[src/rtl/back_end.sv]
// Output-side controller: drains a fixed number of tokens from the accelerator
// output FIFO into consecutive local-memory addresses and reports completion.
module back_end #(
  parameter int ADDR_WIDTH = 12,
  parameter int CNT_WIDTH  = 16
) (
  input  logic                  aclk,
  input  logic                  aresetn,
  input  logic                  start,
  input  logic [CNT_WIDTH-1:0]  size,
  input  logic [ADDR_WIDTH-1:0] base_addr,
  input  logic                  empty,
  output logic                  rden,
  output logic                  wren,
  output logic [ADDR_WIDTH-1:0] waddr,
  output logic [CNT_WIDTH-1:0]  wcount,
  output logic                  busy,
  output logic                  done
);

  typedef enum logic [1:0] {
    IDLE  = 2'd0,
    DRAIN = 2'd1,
    FLUSH = 2'd2,
    DONE  = 2'd3
  } state_t;

  state_t                state_q, state_d;
  logic [CNT_WIDTH-1:0]  rd_rem_q, rd_rem_d;
  logic                  wren_q;
  logic [ADDR_WIDTH-1:0] waddr_q;
  logic [CNT_WIDTH-1:0]  wcount_q;
  logic                  busy_q;
  logic                  done_q;

  assign rden   = (state_q == DRAIN) && !empty && (rd_rem_q != '0);
  assign wren   = wren_q;
  assign waddr  = waddr_q;
  assign wcount = wcount_q;
  assign busy   = busy_q;
  assign done   = done_q;

  always_comb begin
    state_d  = state_q;
    rd_rem_d = rd_rem_q;
    case (state_q)
      IDLE: begin
        if (start) begin
          rd_rem_d = size;
          state_d  = (size != '0) ? DRAIN : DONE;
        end
      end
      DRAIN: begin
        if (rden) begin
          rd_rem_d = rd_rem_q - CNT_WIDTH'(1);
          if (rd_rem_q == CNT_WIDTH'(1)) state_d = FLUSH;
        end
      end
      FLUSH:   state_d = DONE;
      DONE:    if (!start) state_d = IDLE;
      default: state_d = IDLE;
    endcase
  end

  // The FIFO returns data one cycle after rden, so each write is the registered read strobe.
  always_ff @(posedge aclk or negedge aresetn) begin
    if (!aresetn) begin
      state_q  <= IDLE;
      rd_rem_q <= '0;
      wren_q   <= 1'b0;
      waddr_q  <= '0;
      wcount_q <= '0;
      busy_q   <= 1'b0;
      done_q   <= 1'b0;
    end else begin
      state_q  <= state_d;
      rd_rem_q <= rd_rem_d;
      wren_q   <= rden;
      busy_q   <= (state_d == DRAIN) || (state_d == FLUSH);
      done_q   <= (state_d == DONE);
      if ((state_q == IDLE) && start) begin
        waddr_q  <= base_addr;
        wcount_q <= '0;
      end else if (wren_q) begin
        waddr_q  <= waddr_q + ADDR_WIDTH'(1);
        wcount_q <= wcount_q + CNT_WIDTH'(1);
      end
    end
  end

endmodule
[config.mk]
export PLATFORM = sky130hd
export DESIGN_NAME = back_end
export DESIGN_NICKNAME = d
export VERILOG_FILES = /design/src/rtl/back_end.sv
export SDC_FILE = /design/constraint.sdc
export NUM_CORES = 1
export LEC_CHECK = 0
export CORE_UTILIZATION = 44
export DETAILED_ROUTE_END_ITERATION = 7
export PLACE_DENSITY_LB_ADDON = 0.08
export SETUP_SLACK_MARGIN = 0.02
export SYNTH_ARGS = -nofsm -noshare
export SYNTH_HDL_FRONTEND = slang
export SYNTH_SLANG_ARGS = --single-unit
export TNS_END_PERCENT = 5
[constraint.sdc]
create_clock -name aclk -period 2 [get_ports aclk]
set_clock_uncertainty 0.05 [all_clocks]
set_input_delay 0.6 -clock aclk [delete_from_list [all_inputs] [get_ports aclk]]
set_output_delay 0.6 -clock aclk [all_outputs]
set_load 0.02 [all_outputs]
==> results of run 1 <==
## cells by family (layout without fill, tap and decap cells)
| group | Yosys count | in the layout |
|---|---|---|
| simple gates | 125 | 125 |
| mux | 3 | 3 |
| buf+inv | 14 | 129 |
| flops | 49 | 49 |
| fa+ha+maj | 6 | 6 |
| compound gates | 71 | 71 |
| xor+xnor | 26 | 26 |
## synth_stat cells (3+ instances only)
cell type	n	area, um^2
dfrtp_1	49	1230
and3_1	6	37.5
xor2_1	18	158
or3_1	3	18.8
mux2i_1	3	30.0
ha_1	6	75.1
nor4_1	7	43.8
o311ai_0	3	26.3
nor2_1	42	158
nor3_1	9	45.0
o21ai_0	22	110
buf_2	4	20.0
a21oi_1	25	125
inv_1	3	11.3
clkbuf_1	6	22.5
xnor2_1	8	70.1
nand2_1	29	109
nand4_1	5	31.3
nand3_1	11	55.1
or4_1	5	37.5
## power by group through the flow
stage	Clock, uW	Combinational [uW]	Sequential [uW]
6_report	635	2190	1710
5_1_grt	688	2410	1770
4_1_cts	647	2120	1700
3_5_place_dp	0	2230	1730
3_3_place_gp	0	2180	1710
2_1_floorplan	0	798	2040
## layout make-up
type / instances / area [um^2] / share of cell area, %
multi-input combinational: 231 / 1410 / 36.1
sequential: 49 / 1230 / 31.3
timing repair buffer: 118 / 1080 / 27.5
tap: 72 / 90.1 / 2.30
clock buffer: 6 / 82.6 / 2.11
clock inverter: 2 / 13.8 / 0.351
inverter: 3 / 11.3 / 0.288
## timing repair
item,CTS,global route
endpoints found under the hold margin,0,0
endpoints found under the setup margin,23,31
setup buffers,1,1
gates cloned,0,0
pin swaps,2,0
gates resized for setup,28,23
## registers in the layout (all words and copies together) (netlist names)
| register | count |
|---|---|
| rd_rem_q | 16 |
| wcount | 16 |
| waddr | 12 |
| state_q | 2 |
| busy | 1 |
| done | 1 |
| wren | 1 |
## critical path, stage by stage, from the launching register on
cell      delay (ps)
dfrtp_1          390
or4_4            530
and4b_2          320
a21boi_2          70
buf_4            160
## cell usage in the layout (no fill, tap or decap), types with 2 or more instances in the layout
| master | Yosys | final |
|---|---|---|
| dfrtp_1 | 49 | 49 |
| buf_4 | 0 | 49 |
| nor2_1 | 42 | 41 |
| clkdlybuf4s50_1 | 0 | 35 |
| nand2_1 | 29 | 29 |
| a21oi_1 | 25 | 21 |
| dlygate4sd2_1 | 0 | 20 |
| o21ai_0 | 22 | 19 |
| xor2_1 | 18 | 18 |
| nand3_1 | 11 | 11 |
| nor3_1 | 9 | 9 |
| xnor2_1 | 8 | 8 |
| nor4_1 | 7 | 6 |
| and3_1 | 6 | 6 |
| ha_1 | 6 | 6 |
| clkbuf_8 | 0 | 6 |
| dlymetal6s2s_1 | 0 | 6 |
| nand4_1 | 5 | 5 |
| or4_1 | 5 | 4 |
| a21oi_2 | 0 | 4 |
| o21ai_1 | 2 | 4 |
| buf_6 | 1 | 4 |
| inv_1 | 3 | 3 |
| mux2i_1 | 3 | 3 |
| buf_12 | 0 | 3 |
| and4b_2 | 1 | 2 |
| o31ai_1 | 2 | 2 |
| nor2b_1 | 2 | 2 |
| o21ai_2 | 1 | 2 |
| or3_1 | 3 | 2 |
| o22ai_1 | 2 | 2 |
| o311ai_1 | 0 | 2 |
| o32ai_1 | 2 | 2 |
## per-stage QoR
stage	utilization (%)	hold WS [ps]
6_report	69.0	202
5_1_grt	69.0	224
4_1_cts	67.7	218
3_5_place_dp	66.2	510
3_3_place_gp	66.2	477
2_1_floorplan	-	254
## final timing paths
| check | slack, ps | cells after the start | endpoint |
|---|---|---|---|
| worst max-delay path | -430 | 4 | rden |
| worst min-delay path | 200 | 2 | waddr[2] |
| worst max register to register | -190 | 7 | busy |
| worst min register to register | 510 | 2 | rd_rem_q[15] |
| max in group asynchronous | 1460 | 2 | state_q[0] |
| min in group aclk | 510 | 2 | rd_rem_q[15] |
## metal layers
| metal | vias to the layer above | GRT usage (%) | wire length (um) |
|---|---|---|---|
| met5 | - | 0 | 0 |
| met4 | 0 | 9.11 | 108 |
| met2 | 79 | 37.3 | 3320 |
| met3 | 9 | 3.43 | 356 |
| li1 | 1281 | - | - |
| met1 | 1203 | 29.7 | 3020 |
==> results.yml, run 1 <==
placement:
  detailedPlace.worstSlack_ps: -622
  place_area_um2: 3760
  gp_congestion: 0.895
  io_buffers: 63
  place_inst: 471
  dpl.hpwl_um: 4940
drt:
  drt_iter0_drc: 165
  via_per_inst: 5.35
  dr.pass1.iters: 4
  ant_nets: 0
  vias: 2572
  wl_per_cell_um: 14.1
  wirelength_um: 6810
  drc: 0
sta:
  period_minus_slack_ps: 2430
  worst_pin_slew_ps: 438
  finalSetupViolCount: 3
  fmax_mhz: 412
  slew_viol_final: 0
  worst_slack_ps: -427
  tns_ps: -691
  hold_viol: 0
  finalCritPeriodShare_pct: 121
  relSlewSlack_pct: 70.7
  rsz0062_at_grt: "yes"
finish:
  nFillCells: 482
  num_antenna_cells: 0
  fin_cells: 481
  syn2layout_area_growth_pct: 47.3
  drive_above_1_share_pct: 20.0
  final_nets: 446
  final_area_um2: 3920
synth:
  ys_seq_area_share_pct: 46.1
  synth_ff_type: "dfrtp_1"
  yosys_warnings: 0
  avgSynthCellArea_um2: 9.04
  synth-edff-count: 0
  synth_top_family_by_area: "simple AND/OR/NAND/NOR gates"
  syn-num-nets: 332
  synth_compound_area_share_pct: 16.5
  syn_inst: 294
  ys_async_sr_fraction_pct: 100
  yosys.area_share.simple_pct: 22.4
  synth_seq_cells: 49
  synthAdderAreaFrac_pct: 2.82
  synth.cell_area_um2: 2660
  muxShareOfSynthArea_pct: 1.13
  synth_cell_types: 43
  synth_xor_xnor_area_share_pct: 8.56
critical_path:
  crit_fanout: 2
  critPathKind: "register to output port"
  arrival_ps: 1780
  required_ps: 1350
  start_kind: "register"
  startpoint: "rd_rem_q[11]"
  r2r-start: "rd_rem_q[11]"
  crit_path_end_kind: "output port"
clock_network:
  clockBufferDepth: 2
  cts.sinks: 49
  clockRootBuffer: "clkbuf_8"
  clk_latency_ps: 310
  cts_hold_repair.buffers: 0
  cts_made_buffers: 5
  clk_pin_slew_worst_paths_ps: 90
  cts_tree: "built"
  htree_num_levels: 2
pwr:
  cellLeakagePower_uw: 0.00178
  internal-power_uw: 2710
  p_sw_uw: 1820
  sw_frac_of_total_pct: 40.1
  clockPowerShare_pct: 14.0
  p_per_area_nw_per_um2: 1160
  power_uw: 4530
  p_seq_share_pct: 37.8
  peakVddDrop_mv: 0.552
  comb_power_share_pct: 48.2
global_route:
  grt_first_pass_wirelength_um: 11000
  antenna_found_initial: 0
  grt_pass1_vias: 2393
  grt_max_degree: 50
  grt.total_usage_pct: 22.6
  grt_overflow: 0
floorplanning:
  core_area_um2: 5680
  die_w_um: 79.7
  start_util_pct: 46.8
  placementRows: 27
  pin_count: 64
  dieArea_um2: 6360
  die_h_um: 79.7
job:
  maxCapViolations: 0
status:
  violations: "setup timing"
  status: "finished with violations"
worst_hold_path:
  holdCritPathClass: "input port to async pin"
No activity file was read; power rests on OpenSTA's default activity.
==> run 2, diff against run 1 <==
clock period = 2.72 ns   (was 2 ns; I/O delays follow)
==> run 2 against run 1 <==
Compared with the run above: the flow now finishes without violations; first-iteration DRC count fell by 19%; clock-buffer cell count shrank 1; non-clock buffer count is 33 lower.
==> results.yml, run 2 (same netlist as run 1, synthesis figures left out) <==
global_route:
  grt_overflow: 0
  grt_pass1_vias: 2375
  grt_max_degree: 30
  antenna_found_initial: 0
  grt_first_pass_wirelength_um: 10800
  grt.total_usage_pct: 21.9
drt:
  dr.pass1.iters: 4
  wirelength_um: 6400
  drt_iter0_drc: 133
  wl_per_cell_um: 14.3
  vias: 2471
  drc: 0
  via_per_inst: 5.52
  ant_nets: 0
sta:
  fmax_mhz: 378
  tns_ps: 0
  worst_pin_slew_ps: 660
  hold_viol: 0
  rsz0062_at_grt: "no"
  slew_viol_final: 0
  relSlewSlack_pct: 55.6
  finalCritPeriodShare_pct: 97.3
  finalSetupViolCount: 0
  period_minus_slack_ps: 2650
  whs_ps: 419
pwr:
  p_sw_uw: 1300
  power_uw: 3230
  sw_frac_of_total_pct: 40.1
  internal-power_uw: 1930
  p_per_area_nw_per_um2: 897
  p_seq_share_pct: 40.7
  peakVddDrop_mv: 0.566
  comb_power_share_pct: 45.1
  cellLeakagePower_uw: 0.00148
  clockPowerShare_pct: 14.2
clock_network:
  cts.sinks: 49
  clockRootBuffer: "clkbuf_8"
  clk_pin_slew_worst_paths_ps: 100
  cts_made_buffers: 5
  clockBufferDepth: 2
  cts_hold_repair.buffers: 0
  cts_tree: "built"
  htree_num_levels: 2
  clk_latency_ps: 310
placement:
  dpl.hpwl_um: 4750
  gp_congestion: 0.831
  place_inst: 439
  io_buffers: 63
  place_area_um2: 3490
floorplanning:
  placementRows: 27
  die_h_um: 79.7
  start_util_pct: 46.8
  core_area_um2: 5680
  die_w_um: 79.7
  pin_count: 64
  dieArea_um2: 6360
finish:
  final_nets: 413
  num_antenna_cells: 0
  syn2layout_area_growth_pct: 35.3
  most-common-layout-cells: "clkdlybuf4s50_1, dfrtp_1, nor2_1"
  fin_cells: 448
  layout.cells.most_common: "clkdlybuf4s50_1"
  drive_above_1_share_pct: 10.4
  final_area_um2: 3600
critical_path:
  critPathCapture: "rden"
  path_delay_family: "simple AND/OR/NAND/NOR gates"
  start_kind: "register"
  cpMaxStageDelayCell: "or4_4"
  path_buf_inv: 1
  crit_path_end_kind: "output port"
  crit_fanout: 2
  critPathKind: "register to output port"
  reg2reg_slack_ps: 480
  crit_cells: 4
  arrival_ps: 1780
  required_ps: 1850
  r2r_end: "busy"
  startpoint: "rd_rem_q[11]"
  reg2regPathDepth: 7
  critical_path.cell_chain: "or4_4, and4b_2, a21boi_2, buf_4"
  slowest_delay_ps: 530
  r2r-start: "rd_rem_q[11]"
status:
  status: "finished clean"
job:
  maxCapViolations: 0
worst_hold_path:
  holdCritPathClass: "input port to async pin"
[run 2: cell count changes in the layout (fill, tap and decap cells not counted), moves of 3 or more]
cell	before	now
clkdlybuf4s50_1	35	61
a21oi_2	4	0
dlygate4sd2_1	20	0
o21ai_0	19	22
buf_4	49	22
buf_6	4	0
a21oi_1	21	25
dlymetal6s2s_1	6	0
[run 2: repair_timing]
action	in CTS	in global routing
pin swaps	0	2
endpoints found under the setup margin	1	1
gates resized for setup	6	3
gates cloned	0	0
buffers inserted	0	1
[run 2: area by class of cell]
| cell class | count | area, um^2 |
|---|---|---|
| Clock buffer | 5 | 68.8 |
| Timing Repair Buffer | 85 | 801 |
| Sequential cell | 49 | 1230 |
| Inverter | 3 | 11.3 |
| Tap cell | 72 | 90.1 |
| Multi-Input combinational cell | 231 | 1380 |
| Clock inverter | 3 | 25.0 |
| Fill cell | 521 | 2080 |
[run 2: how the worst min path moves through the flow]
stage,from,endpoint,slack (ps),cells past startpoint
after floorplan,rd_rem_q[6],rd_rem_q[6],450,2
after global placement,rd_rem_q[6],rd_rem_q[6],480,2
after detailed placement,rd_rem_q[6],rd_rem_q[6],480,2
after CTS,aresetn,waddr[9],430,1
after global routing,aresetn,waddr[9],440,1
final,aresetn,waddr[9],420,1
[run 2: routing by layer]
metal / wire length (um) / track usage, % / vias to the layer above
met5: 0 / 0 / -
met1: 2720 / 27.5 / 1161
met4: 166 / 9.82 / 0
met3: 413 / 5.03 / 15
met2: 3100 / 35.6 / 79
li1: - / - / 1216
[run 2: through the flow]
step,utilization (%),worst slack (ps)
6_report,63.4,72.3
5_1_grt,63.4,8.48
4_1_cts,63.1,40.3
3_5_place_dp,61.5,-430
3_3_place_gp,61.5,-392
2_1_floorplan,-,370
[run 2: power groups by stage]
| stage | clock network, uW | logic [uW] | registers, uW |
|---|---|---|---|
| 3_3_place_gp | 0 | 1410 | 1310 |
| 5_1_grt | 513 | 1600 | 1360 |
| 2_1_floorplan | 0 | 585 | 1500 |
| 3_5_place_dp | 0 | 1440 | 1320 |
| 4_1_cts | 480 | 1440 | 1310 |
| 6_report | 459 | 1460 | 1310 |
==> run 3, diff against run 2 <==
CTS_CLUSTER_SIZE = 24   (was unset)
==> results of run 3 <==
No change in the layout: final DEF, timing and power equal those of run 2.
